[src/rtl/tick_timer_sched_pkg.sv]
// Shared defaults and types for the millisecond timer scheduler.
// TICK_HZ records the divider rate that makes one tick equal one millisecond.
package tick_timer_sched_pkg;

  localparam int unsigned N_CH_DEF  = 4;
  localparam int unsigned CNT_W_DEF = 16;
  localparam int unsigned TICK_HZ   = 1000;

  typedef enum logic {
    CH_IDLE = 1'b0,
    CH_RUN  = 1'b1
  } ch_state_e;

  // Pointer width for an N-entry round robin, never narrower than one bit.
  function automatic int unsigned ptr_width(input int unsigned n);
    return (n > 1) ? $clog2(n) : 1;
  endfunction

endpackage

[src/rtl/tick_timer_sched_rr_arbiter.sv]
// Round-robin arbiter: grants the first request at or after the pointer.
// The pointer moves past the granted index only when advance is high.
module rr_arbiter
  import tick_timer_sched_pkg::*;
#(
  parameter int unsigned N = 4
) (
  input  logic         clk,
  input  logic         rst,
  input  logic [N-1:0] req,
  input  logic         advance,
  output logic [N-1:0] gnt
);

  localparam int unsigned PW = ptr_width(N);

  logic [PW-1:0] ptr_q, ptr_d;
  logic [PW-1:0] gidx;
  logic [PW-1:0] idx_p;
  logic          found;
  int unsigned   idx;

  always_comb begin
    gnt   = '0;
    gidx  = '0;
    idx   = 0;
    idx_p = '0;
    found = 1'b0;
    for (int unsigned k = 0; k < N; k++) begin
      idx   = (32'(ptr_q) + k) % N;
      idx_p = PW'(idx);
      if (!found && req[idx_p]) begin
        found      = 1'b1;
        gnt[idx_p] = 1'b1;
        gidx       = idx_p;
      end
    end
    if (rst) begin
      gnt   = '0;
      found = 1'b0;
    end
  end

  always_comb begin
    ptr_d = ptr_q;
    if (advance && found) begin
      ptr_d = (32'(gidx) == N - 1) ? '0 : gidx + 1'b1;
    end
  end

  always_ff @(posedge clk) begin
    if (rst) begin
      ptr_q <= '0;
    end else begin
      ptr_q <= ptr_d;
    end
  end

endmodule

[src/rtl/tick_timer_sched.sv]
// N_CH millisecond countdown timers sharing one 1 kHz tick; arms are
// accepted one per clock through a round-robin valid/ready handshake.
module tick_timer_sched
  import tick_timer_sched_pkg::*;
#(
  parameter int unsigned N_CH  = N_CH_DEF,
  parameter int unsigned CNT_W = CNT_W_DEF
) (
  input  logic                  clk,
  input  logic                  rst,
  input  logic                  i_tick,
  input  logic [N_CH-1:0]       req_valid,
  input  logic [N_CH*CNT_W-1:0] req_ms,
  output logic [N_CH-1:0]       req_ready,
  input  logic [N_CH-1:0]       cancel,
  output logic [N_CH-1:0]       o_busy,
  output logic [N_CH-1:0]       o_done
);

  logic [N_CH-1:0] eligible;
  logic [N_CH-1:0] accept;
  logic            accept_any;

  // A cancelled channel must never be granted in the same cycle.
  assign eligible   = req_valid & ~cancel;
  assign accept     = req_valid & req_ready;
  assign accept_any = |accept;

  rr_arbiter #(
    .N(N_CH)
  ) u_arb (
    .clk    (clk),
    .rst    (rst),
    .req    (eligible),
    .advance(accept_any),
    .gnt    (req_ready)
  );

  for (genvar i = 0; i < N_CH; i++) begin : g_ch
    ch_state_e        st_q, st_d;
    logic [CNT_W-1:0] cnt_q, cnt_d;
    logic [CNT_W-1:0] ms;
    logic             done_q, done_d;

    assign ms = req_ms[i*CNT_W +: CNT_W];

    // Priority: cancel, then arm, then tick decrement.
    always_comb begin
      st_d   = st_q;
      cnt_d  = cnt_q;
      done_d = 1'b0;
      if (cancel[i]) begin
        st_d  = CH_IDLE;
        cnt_d = '0;
      end else if (accept[i]) begin
        if (ms == '0) begin
          st_d   = CH_IDLE;
          cnt_d  = '0;
          done_d = 1'b1;
        end else begin
          st_d  = CH_RUN;
          cnt_d = ms;
        end
      end else if (st_q == CH_RUN && i_tick) begin
        if (cnt_q == CNT_W'(1)) begin
          st_d   = CH_IDLE;
          cnt_d  = '0;
          done_d = 1'b1;
        end else begin
          cnt_d = cnt_q - CNT_W'(1);
        end
      end
    end

    always_ff @(posedge clk) begin
      if (rst) begin
        st_q   <= CH_IDLE;
        cnt_q  <= '0;
        done_q <= 1'b0;
      end else begin
        st_q   <= st_d;
        cnt_q  <= cnt_d;
        done_q <= done_d;
      end
    end

    assign o_busy[i] = (st_q == CH_RUN);
    assign o_done[i] = done_q;
  end

endmodule

[config.mk]
export PLATFORM = sky130hd
export DESIGN_NAME = tick_timer_sched
export DESIGN_NICKNAME = d
export VERILOG_FILES = /design/src/rtl/tick_timer_sched_pkg.sv /design/src/rtl/tick_timer_sched_rr_arbiter.sv /design/src/rtl/tick_timer_sched.sv
export SDC_FILE = /design/constraint.sdc
export NUM_CORES = 1
export LEC_CHECK = 0
export CORE_ASPECT_RATIO = 0.7
export CORE_MARGIN = 10
export CORE_UTILIZATION = 56
export CTS_BUF_LIST = sky130_fd_sc_hd__clkbuf_4 sky130_fd_sc_hd__clkbuf_8
export DETAILED_ROUTE_END_ITERATION = 10
export GPL_TIMING_DRIVEN = 1
export PLACE_DENSITY = 0.93
export RECOVER_POWER = 25
export SLEW_MARGIN = 20
export SYNTH_ARGS = -nofsm -noshare
export SYNTH_HDL_FRONTEND = slang
export SYNTH_HIERARCHICAL = 1
export SYNTH_SLANG_ARGS = --single-unit
[constraint.sdc]
create_clock -name clk -period 4.6 [get_ports clk]
set_input_delay 0.46 -clock clk [delete_from_list [all_inputs] [get_ports clk]]
set_output_delay 0.46 -clock clk [all_outputs]
set_load 0.005 [all_outputs]
* Yosys cells after proc, flatten, opt, wreduce, memory -nomap -nowiden
Cells that the tools add are included.
** Storage, ports and cells
- Bits in latches :: 0
- Memory bits (writable) :: 0
- Bits in read-only memories :: 0
- Output and inout port bits :: 12
- Flip-flop bits (word level) :: 74
- Memories kept :: 0
- Input port bits :: 75
** Cells by class
- $lt $le $gt $ge :: 8
- Div/mod/pow operators :: 0
- Mux-type cells :: 79
- Reduce and logical (&&, ||, !) cells :: 36
- Shift-type cells :: 0
- Add/subtract/negate cells :: 8
- Multiply operators :: 0
- Eq/ne operators :: 5
- Bitwise logic cells :: 6
** Operators by type and width (count)
- 2-to-1 mux 16 bit :: 16
- equality test 16 x 1 -> 1 bit (second input constant) :: 4
- logical NOT 16 bit :: 4
- subtractor 16 x 1 -> 16 bit (second input constant) :: 4
- 2-to-1 mux 1 bit :: 45
- 2-to-1 mux 4 bit :: 5
- nonzero test 2 bit :: 8
- logical AND 1 bit :: 12
- < comparator 2 x 3 -> 1 bit (second input constant) :: 4
- bitwise OR 4 bit :: 3
- 2-to-1 mux 2 bit :: 5
- AND 4 bit :: 2
- binary-select mux 1 bit (select 2 bit) :: 4
- demux 1 bit (select 2 bit) :: 4
- >= comparator 2 x 1 -> 1 bit (second input constant) :: 4
- AND reduction 2 bit :: 4
- OR reduction 2 bit :: 4
- adder 2 x 1 -> 2 bit (second input constant) :: 2
- adder 2 bit (second input constant) :: 2
- NOT 4 bit :: 1
- OR reduction 4 bit :: 1
- logical NOT 1 bit :: 3
- equality test 2 bit (second input constant) :: 1

* Logic depth before layout (Yosys ltp)
- Word-level depth :: 18
- Depth in mapped cells :: 15
- Depth with buffers taken out :: 13

* Hierarchy
The synthesis kept the hierarchy.
** By module, submodules not included
- tick_timer_sched :: instances 1, cells each 587, area an instance 4583.1 µm²
- rr_arbiter :: instances 1, cells each 67, area an instance 576.8 µm²

* Least setup slack after synthesis
Ideal clock, no wire load.
- Path kind :: flip-flop to flip-flop
- Start :: register u_arb.ptr_q[0]
- End :: register g_ch[2].cnt_q[11]
- Slack :: 1.167 ns
- Arrival time :: 3.363 ns
- Cell stages (with the launch flop) :: 14
- Buffers on the path :: 1
- Setup time :: 0.070 ns
- Data required time :: 4.530 ns
- Period minus slack after synthesis :: 3.433 ns
- Cell sequence :: dfxtp_1 buf_6 inv_1 ha_1 mux4_2 nor3_1 and2_1 a221oi_1 nor2_1 and2_1 a21oi_1 a211oi_1 a32oi_1 a21oi_1
** On the way
- Longest elaborated chain between the ends :: 15
- Elaborated cells on any way between the ends :: 51
- Classes of those cells :: 3 x add/sub; 8 x order compare; 25 x mux; 4 x bitwise; 11 x reduce/logical
** Ends and longest elaborated chain
- start, declared :: line tick_timer_sched_rr_arbiter.sv:17 : logic [PW-1:0] ptr_q, ptr_d;
- start signal, assigned :: line tick_timer_sched_rr_arbiter.sv:55 : ptr_q <= ptr_d;
- parallel branches: the longest is 11 deep, another holds < comparator 2 x 3 -> 1 bit
- 2-to-1 mux 4 bit * :: line tick_timer_sched_rr_arbiter.sv:32 : if (!found && req[idx_p]) begin
- 2-to-1 mux 4 bit * :: line tick_timer_sched_rr_arbiter.sv:38 : if (rst) begin
- via req_ready[2] :: line tick_timer_sched.sv:14 : output logic [N_CH-1:0] req_ready,
- AND 4 bit * :: line tick_timer_sched.sv:26 : assign accept = req_valid & req_ready;
- 2-to-1 mux 16 bit / nonzero test 2 bit (equally long branches)
- end signal, assigned :: line tick_timer_sched.sv:82 : cnt_q <= cnt_d;
- end, declared :: line tick_timer_sched.sv:41 : logic [CNT_W-1:0] cnt_q, cnt_d;
Mark *: on every way through the listed nets, which the timed path passes. The select of a mux whose other input is x is not followed.
A chain may end at the register's enable or synchronous reset.

* Worst setup path after layout
- Start :: register u_arb.ptr_q[1]
- End :: output port req_ready[3]
** On the way
- Longest elaborated chain between the ends :: 13
- Elaborated cells on any way between the ends :: 48
- Classes of those cells :: 3 x add/sub; 8 x order compare; 24 x mux; 3 x bitwise; 10 x reduce/logical
** Ends and longest elaborated chain (line)
- parallel branches: the longest is 11 deep, another holds < comparator 2 x 3 -> 1 bit
- 2-to-1 mux 4 bit * :: tick_timer_sched_rr_arbiter.sv:32
- 2-to-1 mux 4 bit * :: tick_timer_sched_rr_arbiter.sv:38
- end, declared :: tick_timer_sched.sv:14
Mark *: on every way between the ends. The select of a mux whose other input is x is not followed.

==> metrics <==
Cell Pwr Density around 370 nW/um^2; Fin. Hold Viols 0; post-synth cell types 74; DRT antenna net count 0; GRT overflow 0; setup TNS 0 ns; Post-CTS Setup Inserts 0; Total Wirelength ~17000 um; final core occ 69.27%; I/O Buffers 86; # IOs 87; clk slew on worst S/H paths 0.08 ns; yosys synthesis warning count 6; ys flop type dfxtp_1; latest clock arrival within the worst-skew pair 0.35 ns; CP Launch Type flip-flop; Min Clock Period, post-route between 4 and 5 ns; max cap viols 0; fin. max-slew vios 0; Slew HR 27.94%; Die Y-Extent 100.3 um; largest fanout on the critical path 9; Slew @ Worst Pin 1.081 ns; arrival time of the worst setup path 3.63 ns; Post-CTS Hold Fix Bufs 0; initial antenna violation count 0; HP Start g_ch[3].cnt_q[12]; Setup Skew 0.008579 ns; pin count of the biggest net entering global routing 19; Final #Nets 814; sequential fraction of the synthesis area 28.71%; Ant. Diodes 0; Worst Hold Class flip-flop to flip-flop; Post-Syn Area 5160 um^2; wire per inst 19.95 um; Rows 29; average instance area after synthesis 7.890 um^2; #FFs+latches synth 74; routability cong. 1.039; Placed Cells 837; Worst Setup Slack, final 0.5072 ns; number of clock sinks 74; critical path class flip-flop to output port; DP Worst Slack 0.5534 ns; DR pass1 iterations 8; period utilization between 80 and 90%; TritonCTS clock tree done; Core ar. 9035 um^2; Worst setup EP type output port; all-layer global routing usage 23.71%; TritonCTS buffer count 9; Synth Instances roughly 650; Starting Density 57.11%; fin cells between 800 and 900; RSZ-0062 raised after global routing no; 1st-iter DRT viols approximately 950; Post-synth EDFFs 0; vias per cell slightly above 7; CTS H-Tree Depth 3; reg2reg start u_arb/ptr_q[1]; Setup crit start u_arb/ptr_q[1]; PostCTS Resize Cnt 0; die width 134.7 um; status completed; static leakage 2.243 nW; DPL Wire Length approximately 13000 um; achievable frequency 0.2443 GHz; Syn Nets 744; first-pass GRT wire length ~27000 um; die area roughly 14000 um^2; Async SR Flop Fraction 0%; drt drc 0; vias 6056; worst ir drop on vdd 0.2072 mV; vias in the first global route 5360; # setup viols final 0; Clk Tree Root Cell clkbuf_8; CP required 4.14 ns; CTS Buffer Depth 2; share of cells above drive strength 1 roughly 8.6%; synth-to-layout area growth 21.29%
-- critical path, cell delays in order (launching register included) --
cell and delay (ns):
dfxtp_1 0.57, inv_1 0.18, ha_1 0.46, mux4_2 0.47, nor3_1 0.26, and2_0 0.34
a221oi_1 0.13, nor2_1 0.27, clkdlybuf4s50_1 0.60
-- through the flow --
stage                     cell area (um^2)  hold WS, ns  total power, mW
after global routing                  6259       0.5172            2.402
after CTS                             6270       0.4793            2.260
after global placement                6080       0.4623            1.730
final                                 6259       0.4784            2.285
after detailed placement              6080       0.4662            1.763
after floorplan                       5160       0.4426            1.476
-- area by class of cell --
class	count	area (um^2)
multi-input cells	521	3398
well taps	124	155.1
clock buffers	14	180.2
inverters	15	56.30
clock inverters	2	10.01
flip-flops and latches	74	1481
repair buffers	103	977.2
fillers	701	2776
-- synth_stat cells, types with 5 or more instances --
| library cell | n | share of area (%) |
|---|---|---|
| a211oi_1 | 7 | 1.0 |
| a21oi_1 | 47 | 4.6 |
| a221oi_1 | 11 | 1.9 |
| a22oi_1 | 32 | 4.7 |
| a31oi_1 | 17 | 2.1 |
| a32oi_1 | 14 | 2.4 |
| and2_1 | 5 | 0.61 |
| buf_2 | 5 | 0.48 |
| buf_4 | 8 | 1.2 |
| clkbuf_1 | 26 | 1.9 |
| dfxtp_1 | 74 | 29 |
| ha_1 | 15 | 3.6 |
| inv_1 | 15 | 1.1 |
| nand2_1 | 56 | 4.1 |
| nand3_1 | 26 | 2.5 |
| nand4_1 | 15 | 1.8 |
| nor2_1 | 51 | 3.7 |
| nor2b_1 | 5 | 0.61 |
| nor3_1 | 26 | 2.5 |
| nor4_1 | 38 | 4.6 |
| o211ai_1 | 9 | 1.3 |
| o21ai_0 | 16 | 1.6 |
| o22ai_1 | 13 | 1.6 |
| o311ai_0 | 8 | 1.4 |
| or2_2 | 7 | 0.85 |
| or3_1 | 10 | 1.2 |
| or4_1 | 6 | 0.87 |
-- path summary, 6_finish.rpt --
kind	slack, ns	to	cells past startpoint
setup / recovery	0.51	req_ready[3]	8
hold / removal	0.48	g_ch[3].cnt_q[12]	2
setup reg to reg	0.54	g_ch[1].cnt_q[3]	11
hold reg to reg	0.48	g_ch[3].cnt_q[12]	2
-- power by group --
part	internal [mW]	switching, mW
logic	0.445	0.603
clock network	0.251	0.245
registers	0.683	0.0583
-- cell usage in the layout (no fill, tap or decap), types with 8 or more instances in the layout --
cell,synthesis,routed
inv_1,15,15
nand4_1,15,15
or3_1,10,10
clkdlybuf4s50_1,0,78
o211ai_1,9,9
a32oi_1,14,14
ha_1,15,15
o311ai_0,8,8
o22ai_1,13,13
nor4_1,38,38
a221oi_1,11,11
nor2_1,51,51
nor3_1,26,26
clkbuf_8,0,12
nand3_1,26,26
a21oi_1,47,47
dlygate4sd3_1,0,8
buf_4,8,14
dfxtp_1,74,74
nand2_1,56,56
o21ai_0,16,16
a22oi_1,32,32
a31oi_1,17,17
-- sequential cells by signal (all words and copies together), names as in the netlist --
signal,count
u_arb/ptr_q,2
g_ch.cnt_q,64
g_ch.st_q,4
g_ch.done_q,4
-- cell families (layout without fill, tap and decap cells) --
| family | after synthesis | in the layout | synth area share [%] |
|---|---|---|---|
| simple gates | 285 | 285 | 30.53 |
| compound gates | 201 | 201 | 27.09 |
| flops | 74 | 74 | 28.71 |
| buf+inv | 59 | 134 | 5.431 |
| fa+ha+maj | 15 | 15 | 3.637 |
| mux | 12 | 12 | 3.249 |
| xor+xnor | 8 | 8 | 1.358 |
-- layer usage --
| layer | part of all wire, % | up-vias | global-route usage (%) |
|---|---|---|---|
| li1 | - | 2723 | - |
| met1 | 40 | 2782 | 31.72 |
| met2 | 45 | 495 | 36.61 |
| met3 | 12 | 56 | 6.038 |
| met4 | 2.0 | 0 | 7.256 |
| met5 | 0 | - | 0 |
Note: power is estimated with default switching activity, not from simulation.
